[config.mk]
export PLATFORM = sky130hd
export DESIGN_NAME = conv33_output_crop
export DESIGN_NICKNAME = d
export VERILOG_FILES = /design/src/rtl/conv33_pkg.sv /design/src/rtl/crop_fifo.sv /design/src/rtl/conv33_output_crop.sv
export SDC_FILE = /design/constraint.sdc
export NUM_CORES = 1
export LEC_CHECK = 0
export ABC_AREA = 1
export CORE_ASPECT_RATIO = 0.6
export CORE_MARGIN = 2
export CORE_UTILIZATION = 38
export CTS_CLUSTER_SIZE = 25
export DETAILED_ROUTE_END_ITERATION = 10
export GPL_TIMING_DRIVEN = 0
export PLACE_DENSITY_LB_ADDON = 0.25
export SYNTH_ARGS = -nofsm -noshare
export SYNTH_HDL_FRONTEND = slang
export SYNTH_HIERARCHICAL = 1
export SYNTH_SLANG_ARGS = --single-unit
[constraint.sdc]
create_clock -name clk -period 3.9 [get_ports clk]
set_input_delay 0.39 -clock clk [delete_from_list [all_inputs] [get_ports clk]]
set_output_delay 0.39 -clock clk [all_outputs]
set_load 0.03 [all_outputs]
[src/rtl/conv33_pkg.sv]
// Shared constants for the 3x3 convolution pipeline.
package conv33_pkg;

    localparam int unsigned CONV33_WIDTH = 16;
    localparam int unsigned CROP_BORDER  = 2;

endpackage

[src/rtl/crop_fifo.sv]
// Small synchronous FIFO holding cropped pixels; pointers carry one wrap bit.
module crop_fifo
    import conv33_pkg::*;
#(
    parameter int unsigned WIDTH = CONV33_WIDTH,
    parameter int unsigned DEPTH = 4
) (
    input  logic             clk,
    input  logic             reset,
    input  logic             push,
    input  logic [WIDTH-1:0] din,
    input  logic             pop,
    output logic [WIDTH-1:0] dout,
    output logic             empty,
    output logic             full
);

    localparam int unsigned AW = $clog2(DEPTH);
    localparam logic [AW:0] PTR_ONE = (AW+1)'(1);

    logic [WIDTH-1:0] mem [DEPTH];
    logic [AW:0]      wr_ptr;
    logic [AW:0]      rd_ptr;

    always_ff @(posedge clk or negedge reset) begin
        if (!reset) begin
            wr_ptr <= '0;
            rd_ptr <= '0;
        end else begin
            if (push) wr_ptr <= wr_ptr + PTR_ONE;
            if (pop && !empty) rd_ptr <= rd_ptr + PTR_ONE;
        end
    end

    // When full, a same-cycle push lands in the slot being popped; dout still shows the old head.
    always_ff @(posedge clk) begin
        if (push) mem[wr_ptr[AW-1:0]] <= din;
    end

    always_comb begin
        dout  = mem[rd_ptr[AW-1:0]];
        empty = (wr_ptr == rd_ptr);
        full  = (wr_ptr[AW] != rd_ptr[AW]) && (wr_ptr[AW-1:0] == rd_ptr[AW-1:0]);
    end

endmodule

[src/rtl/conv33_output_crop.sv]
// Crops the 2-pixel border of the 3x3 conv output stream and buffers kept pixels.
module conv33_output_crop
    import conv33_pkg::*;
#(
    parameter int unsigned IMG_W      = 64,
    parameter int unsigned IMG_H      = 64,
    parameter int unsigned WIDTH      = CONV33_WIDTH,
    parameter int unsigned FIFO_DEPTH = 4
) (
    input  logic             clk,
    input  logic             reset,
    input  logic             in_valid,
    input  logic [WIDTH-1:0] in_data,
    output logic             out_valid,
    input  logic             out_ready,
    output logic [WIDTH-1:0] out_data,
    output logic             frame_done,
    output logic             overflow
);

    localparam int unsigned CW = $clog2(IMG_W);
    localparam int unsigned RW = $clog2(IMG_H);
    localparam logic [CW-1:0] COL_LAST = CW'(IMG_W - 1);
    localparam logic [RW-1:0] ROW_LAST = RW'(IMG_H - 1);
    localparam logic [CW-1:0] COL_KEEP = CW'(CROP_BORDER);
    localparam logic [RW-1:0] ROW_KEEP = RW'(CROP_BORDER);
    localparam logic [CW-1:0] COL_ONE  = CW'(1);
    localparam logic [RW-1:0] ROW_ONE  = RW'(1);

    logic             rst_meta;
    logic             rst_n_sync;
    logic [CW-1:0]    col;
    logic [RW-1:0]    row;
    logic             keep;
    logic             fifo_push;
    logic             fifo_pop;
    logic             fifo_empty;
    logic             fifo_full;
    logic [WIDTH-1:0] fifo_dout;

    // Assert asynchronously, release two clocks after reset rises.
    always_ff @(posedge clk or negedge reset) begin
        if (!reset) begin
            rst_meta   <= 1'b0;
            rst_n_sync <= 1'b0;
        end else begin
            rst_meta   <= 1'b1;
            rst_n_sync <= rst_meta;
        end
    end

    always_comb begin
        keep      = in_valid && (col >= COL_KEEP) && (row >= ROW_KEEP);
        out_valid = !fifo_empty;
        fifo_pop  = out_valid && out_ready;
        fifo_push = keep && (!fifo_full || fifo_pop);
        out_data  = out_valid ? fifo_dout : '0;
    end

    always_ff @(posedge clk or negedge rst_n_sync) begin
        if (!rst_n_sync) begin
            col        <= '0;
            row        <= '0;
            frame_done <= 1'b0;
            overflow   <= 1'b0;
        end else begin
            frame_done <= in_valid && (col == COL_LAST) && (row == ROW_LAST);
            if (keep && fifo_full && !fifo_pop) overflow <= 1'b1;
            if (in_valid) begin
                if (col == COL_LAST) begin
                    col <= '0;
                    row <= (row == ROW_LAST) ? '0 : row + ROW_ONE;
                end else begin
                    col <= col + COL_ONE;
                end
            end
        end
    end

    crop_fifo #(
        .WIDTH (WIDTH),
        .DEPTH (FIFO_DEPTH)
    ) u_fifo (
        .clk   (clk),
        .reset (rst_n_sync),
        .push  (fifo_push),
        .din   (in_data),
        .pop   (fifo_pop),
        .dout  (fifo_dout),
        .empty (fifo_empty),
        .full  (fifo_full)
    );

endmodule
Word level (Yosys, flattened, before mapping):

Memory sizes are Yosys's and may differ from the RTL's.
Cells that the tools add are included.

* register bits: 22
* bits in latches: 0
* RAM bits: 64
* bits in read-only memories: 0
* input bits: 20
* word-level logic and storage cells: 40
* memories: 1

* $add $sub $neg: 4
* multiply operators: 0
* div/mod/pow operators: 0
* $lt $le $gt $ge: 2
* equal/unequal tests: 5
* shift operators: 0
* mux-type cells: 5
* bitwise operators: 0
* reductions and logical operators: 15

Memories
* u_fifo.mem: words 4, width 16, rd ports 1, clocked after memory_dff 0, wr ports 1, line crop_fifo.sv:21 `logic [WIDTH-1:0] mem [DEPTH];`

Operators by type and width (number)
* $mux 16: 1
* $add 6x1->6 const B: 2
* $eq 6x6->1 const B: 2
* $ge 6x2->1 const B: 2
* $mux 6: 2
* $logic_and 1x1->1: 10
* $add 3x1->3 const B: 2
* $eq 3x3->1: 1
* $logic_not 1->1: 3
* $eq 2x2->1: 1
* $mux 1: 2
* $reduce_and 2->1: 1
* $logic_or 1x1->1: 1
* $ne 1x1->1: 1

Logic depth before layout (Yosys ltp):

* word-level depth: 7
* gate-level depth with buffers: 13

By module:

Netlist, hierarchy kept.

Modules (own cells, without submodules)
* crop_fifo: times used 1, cells an instance 206, area an instance 2798.9 um2, seq. area each 2072.0 um2
* conv33_output_crop: times used 1, cells an instance 132, area an instance 958.4 um2, seq. area each 400.4 um2

Worst setup path before layout:

OpenSTA, ideal clock, no wires.

* kind: flip-flop to flip-flop
* start point: reg u_fifo.rd_ptr[1]
* end point: mem u_fifo/mem[3][0] (netlist bit) (enable)
* data arrival time: 2.013 ns
* required time: 3.536 ns
* path slack: 1.523 ns
* cell stages (with the launch flop): 12
* period minus slack after synthesis: 2.377 ns
* path through: dfrtp_1 > buf_6 > xnor2_4 > nand3_4 > inv_1 > buf_2 > nor2_1 > nor2_1 > nor2_1 > clkbuf_1 > nand2_1 > inv_1

* cells in the longest elaborated chain, start to end: 7
* elaborated cells between the ends (all ways): 10
* those cells by class: 2 x eq/ne; 2 x mux; 6 x reduce/logical

RTL lines
* start: declaration: line crop_fifo.sv:23 `logic [AW:0] rd_ptr;`
* start signal: assignment: line crop_fifo.sv:31 `if (pop && !empty) rd_ptr <= rd_ptr + PTR_ONE;`
* $eq 3x3->1: line crop_fifo.sv:42 `empty = (wr_ptr == rd_ptr);`
* named net fifo_empty: line conv33_output_crop.sv:37 `logic fifo_empty;`
* $logic_not 1->1: line conv33_output_crop.sv:54 `out_valid = !fifo_empty;`
* $logic_and 1x1->1: line conv33_output_crop.sv:55 `fifo_pop = out_valid && out_ready;`
* named net fifo_pop: line conv33_output_crop.sv:36 `logic fifo_pop;`
* $logic_or 1x1->1: line conv33_output_crop.sv:56 `fifo_push = keep && (!fifo_full || fifo_pop);`
* $logic_and 1x1->1: line conv33_output_crop.sv:56
* named net fifo_push: line conv33_output_crop.sv:35 `logic fifo_push;`
* $mux 1: line crop_fifo.sv:37 `if (push) mem[wr_ptr[AW-1:0]] <= din;`
* $mux 1 (not written as such): line crop_fifo.sv:37
* end: declaration: line crop_fifo.sv:21

The timed path passes the listed nets, and every way through them passes these cells.

Worst setup path in the final report:

* start point: reg u_fifo.rd_ptr[0]
* end point: out out_data[14]

* cells in the longest elaborated chain, start to end: 2
* elaborated cells between the ends (all ways): 3
* those cells by class: 1 x eq/ne; 1 x mux; 1 x memory

RTL lines
* $eq 3x3->1: line crop_fifo.sv:42
* named net fifo_empty: line conv33_output_crop.sv:37
* $mux 16: line conv33_output_crop.sv:57 `out_data = out_valid ? fifo_dout : '0;`
* end: declaration: line conv33_output_crop.sv:16 `output logic [WIDTH-1:0] out_data,`

The timed path passes the listed nets, and every way through them passes these cells.

==> metrics <==
I/O pins 39; fin util 0.476; Power per Cell Area 864 nW/um^2; Place WS 0.896 ns; most common cell in the netlist nor2_1; Num Clock Sinks 86; IO Port Bufs 37; total core area 9740 sq um; critical path endpoint category output port; Leak Pwr 1.91 nW; CTS buffer count 9; Largest stage delay, worst path 0.62 ns; fin crit share 0.805; sequential group share of total power 0.332; Slew HR 0.446; # rows 28; Buf/Inv on CP 6; Post-synth EDFFs 64; Setup CP Type reg2out; largest net degree at the start of global routing 21; max-cap check violation count 0; H-Tree Depth 3; CP Max Fanout 10; Hold Buf Count CTS 0; Tmin final 3.14 ns; switching part of the total 0.385; crit path cell chain buf_6 > inv_4 > nand2_1 > nand2_2 > nand3_4 > inv_1 > buf_2 > buf_1 > nor2_1 > clkdlybuf4s50_1; vias in the first global route 2,449; CP startpoint kind flip-flop; sequential area share after synthesis 0.658; RSZ-0062 raised after global routing false; Yosys warning total 6; initial core utilization 0.386; DPL Wire Length 4.99 mm; Yosys top cell by area edfxtp_1; status completed; TNS Setup 0 ns; CP delay by family, top buffers and inverters; final wirelength 7.65 mm; first-pass GRT wire length 12.4 mm; Vias/cell 4.77; Syn-to-layout area delta 23.3%; Root Driver clkbuf_16; initial antenna violation count 0; Mapped Cells 338; Area contributors post-synth edfxtp_1, dfrtp_1, nor2_1; antenna violation net count after detailed routing 0; diodes inserted 0; nets@finish 415; overall power 4.01 mW; GRT overflow 0; FF+latch area 2470 sq um; Critical-path top delay cell clkdlybuf4s50_1; CTS tree done; clock buffer depth 2; via count 2,509; clock power share 0.240; post-synth cell types 29; # DRC 0; DRT Pass-1 Iters 4; Slew Limit Fails 0; die area 10,700 sq um; Mapped Nets 367; asr flop ratio synth 0.256; setup violators final 0; cells resized by post-CTS repair 0; Logic pwr share 0.427; Final Hold Fails 0; postcts setup bufs 0; GP Congestion 0.770; footprint of the multi-input gates 1030 sq um; worst hold path class in2async; Yosys reg bits 86; internal cell power 2.46 mW; Slew @ Worst Pin 0.830 ns; Syn Std Cell Area 3760 sq um; 1st-iter DRT viols 136; Clock Skew 0.00341 ns; Final WS setup 0.759 ns; fillcell total 911; wire length per cell 14.6 microns; WP data required 3.51 ns; maximum VDD drop 0.400 mV; Synth top cells by count nor2_1, edfxtp_1, inv_1; Worst Path Arrival 2.75 ns; Syn Area/Cell 11.1 sq um; die height 81.0 microns; Die W 132 microns; top cell type's share of synthesized area 0.511; Net Switching 1.54 mW; Tot GR Track Use 0.153; CTS clock-pin slew for the worst setup and hold paths 0.06 ns; worst skew pair latency 0.33 ns; Max Freq 318 MHz; main flop type after synthesis edfxtp_1; layout cells sized above 1 0.0972
## power groups by stage
stage | Combinational [mW] | Sequential (mW) | Clock, mW
global placement | 1.70 | 1.34 | 0
floorplan | 1.14 | 1.32 | 0
finish | 1.71 | 1.33 | 0.962
global route | 1.89 | 1.35 | 1.02
detailed placement | 1.72 | 1.35 | 0
CTS | 1.72 | 1.33 | 0.985
## sequential cells by signal, summed over array words and instances (netlist names)
| signal | count |
|---|---|
| col | 6 |
| frame_done | 1 |
| overflow | 1 |
| row | 6 |
| rst_meta | 1 |
| rst_n_sync | 1 |
| u_fifo/mem | 64 |
| u_fifo/rd_ptr | 3 |
| u_fifo/wr_ptr | 3 |
## through the flow
stage | cell area (sq um) | std cells | hold WS, ns
final | 4630 | 526 | 0.221
after global routing | 4630 | 526 | 0.213
after CTS | 4630 | 526 | 0.209
after detailed placement | 4300 | 510 | 0.343
after global placement | 4300 | 510 | 0.340
after floorplan | 3760 | 338 | 0.0944
## logic make-up after synthesis
family	after synthesis	synth area share
AND/OR/NAND/NOR	117	0.137
AO/OA/AOI/OAI	59	0.0846
buffers and inverters	59	0.0683
flip-flops	86	0.658
XOR/XNOR	7	0.0213
adder cells (fa/ha/maj)	9	0.0300
other	1	0.000998
## metal layers
metal  vias up  share of wire  global-route usage
li1       1227              -                   -
met1      1211           0.52               0.214
met2        69           0.42               0.230
met3         2          0.056              0.0443
met4         0         0.0027              0.0527
met5         -              0                   0
## area by class of cell
cell class,count,area share
clock inverters,6,0.0235
flip-flops and latches,86,0.533
multi-input cells,193,0.222
well taps,135,0.0364
plain buffers,14,0.0184
clock buffers,10,0.0494
inverters,45,0.0370
repair buffers,37,0.0799
## worst paths after layout
path,startpoint,end,slack (ns),cells after the start
setup / recovery,u_fifo/rd_ptr[0],out_data[14],0.76,10
hold / removal,reset,rst_meta,0.22,1
setup reg to reg,u_fifo/wr_ptr[0],u_fifo/mem[3][1],0.92,12
hold reg to reg,rst_n_sync,frame_done,0.34,0
max in group asynchronous,rst_n_sync,u_fifo/rd_ptr[1],3.06,0
min in group clk,in_valid,col[1],0.32,2
## cells in the final DEF (no fill, tap or decap), types with 3 or more instances in the layout
master and n:
o22ai_1 16, nor2_1 65, inv_1 43, o21ai_0 36
nand4_1 4, edfxtp_1 64, xor2_1 6, clkbuf_16 9
clkdlybuf4s50_1 37, bufinv_16 3, nand2_1 32, ha_1 9
nand3_1 8, dfrtp_1 22, a21oi_1 4, buf_2 6
Note: power is estimated with default switching activity, not from simulation.
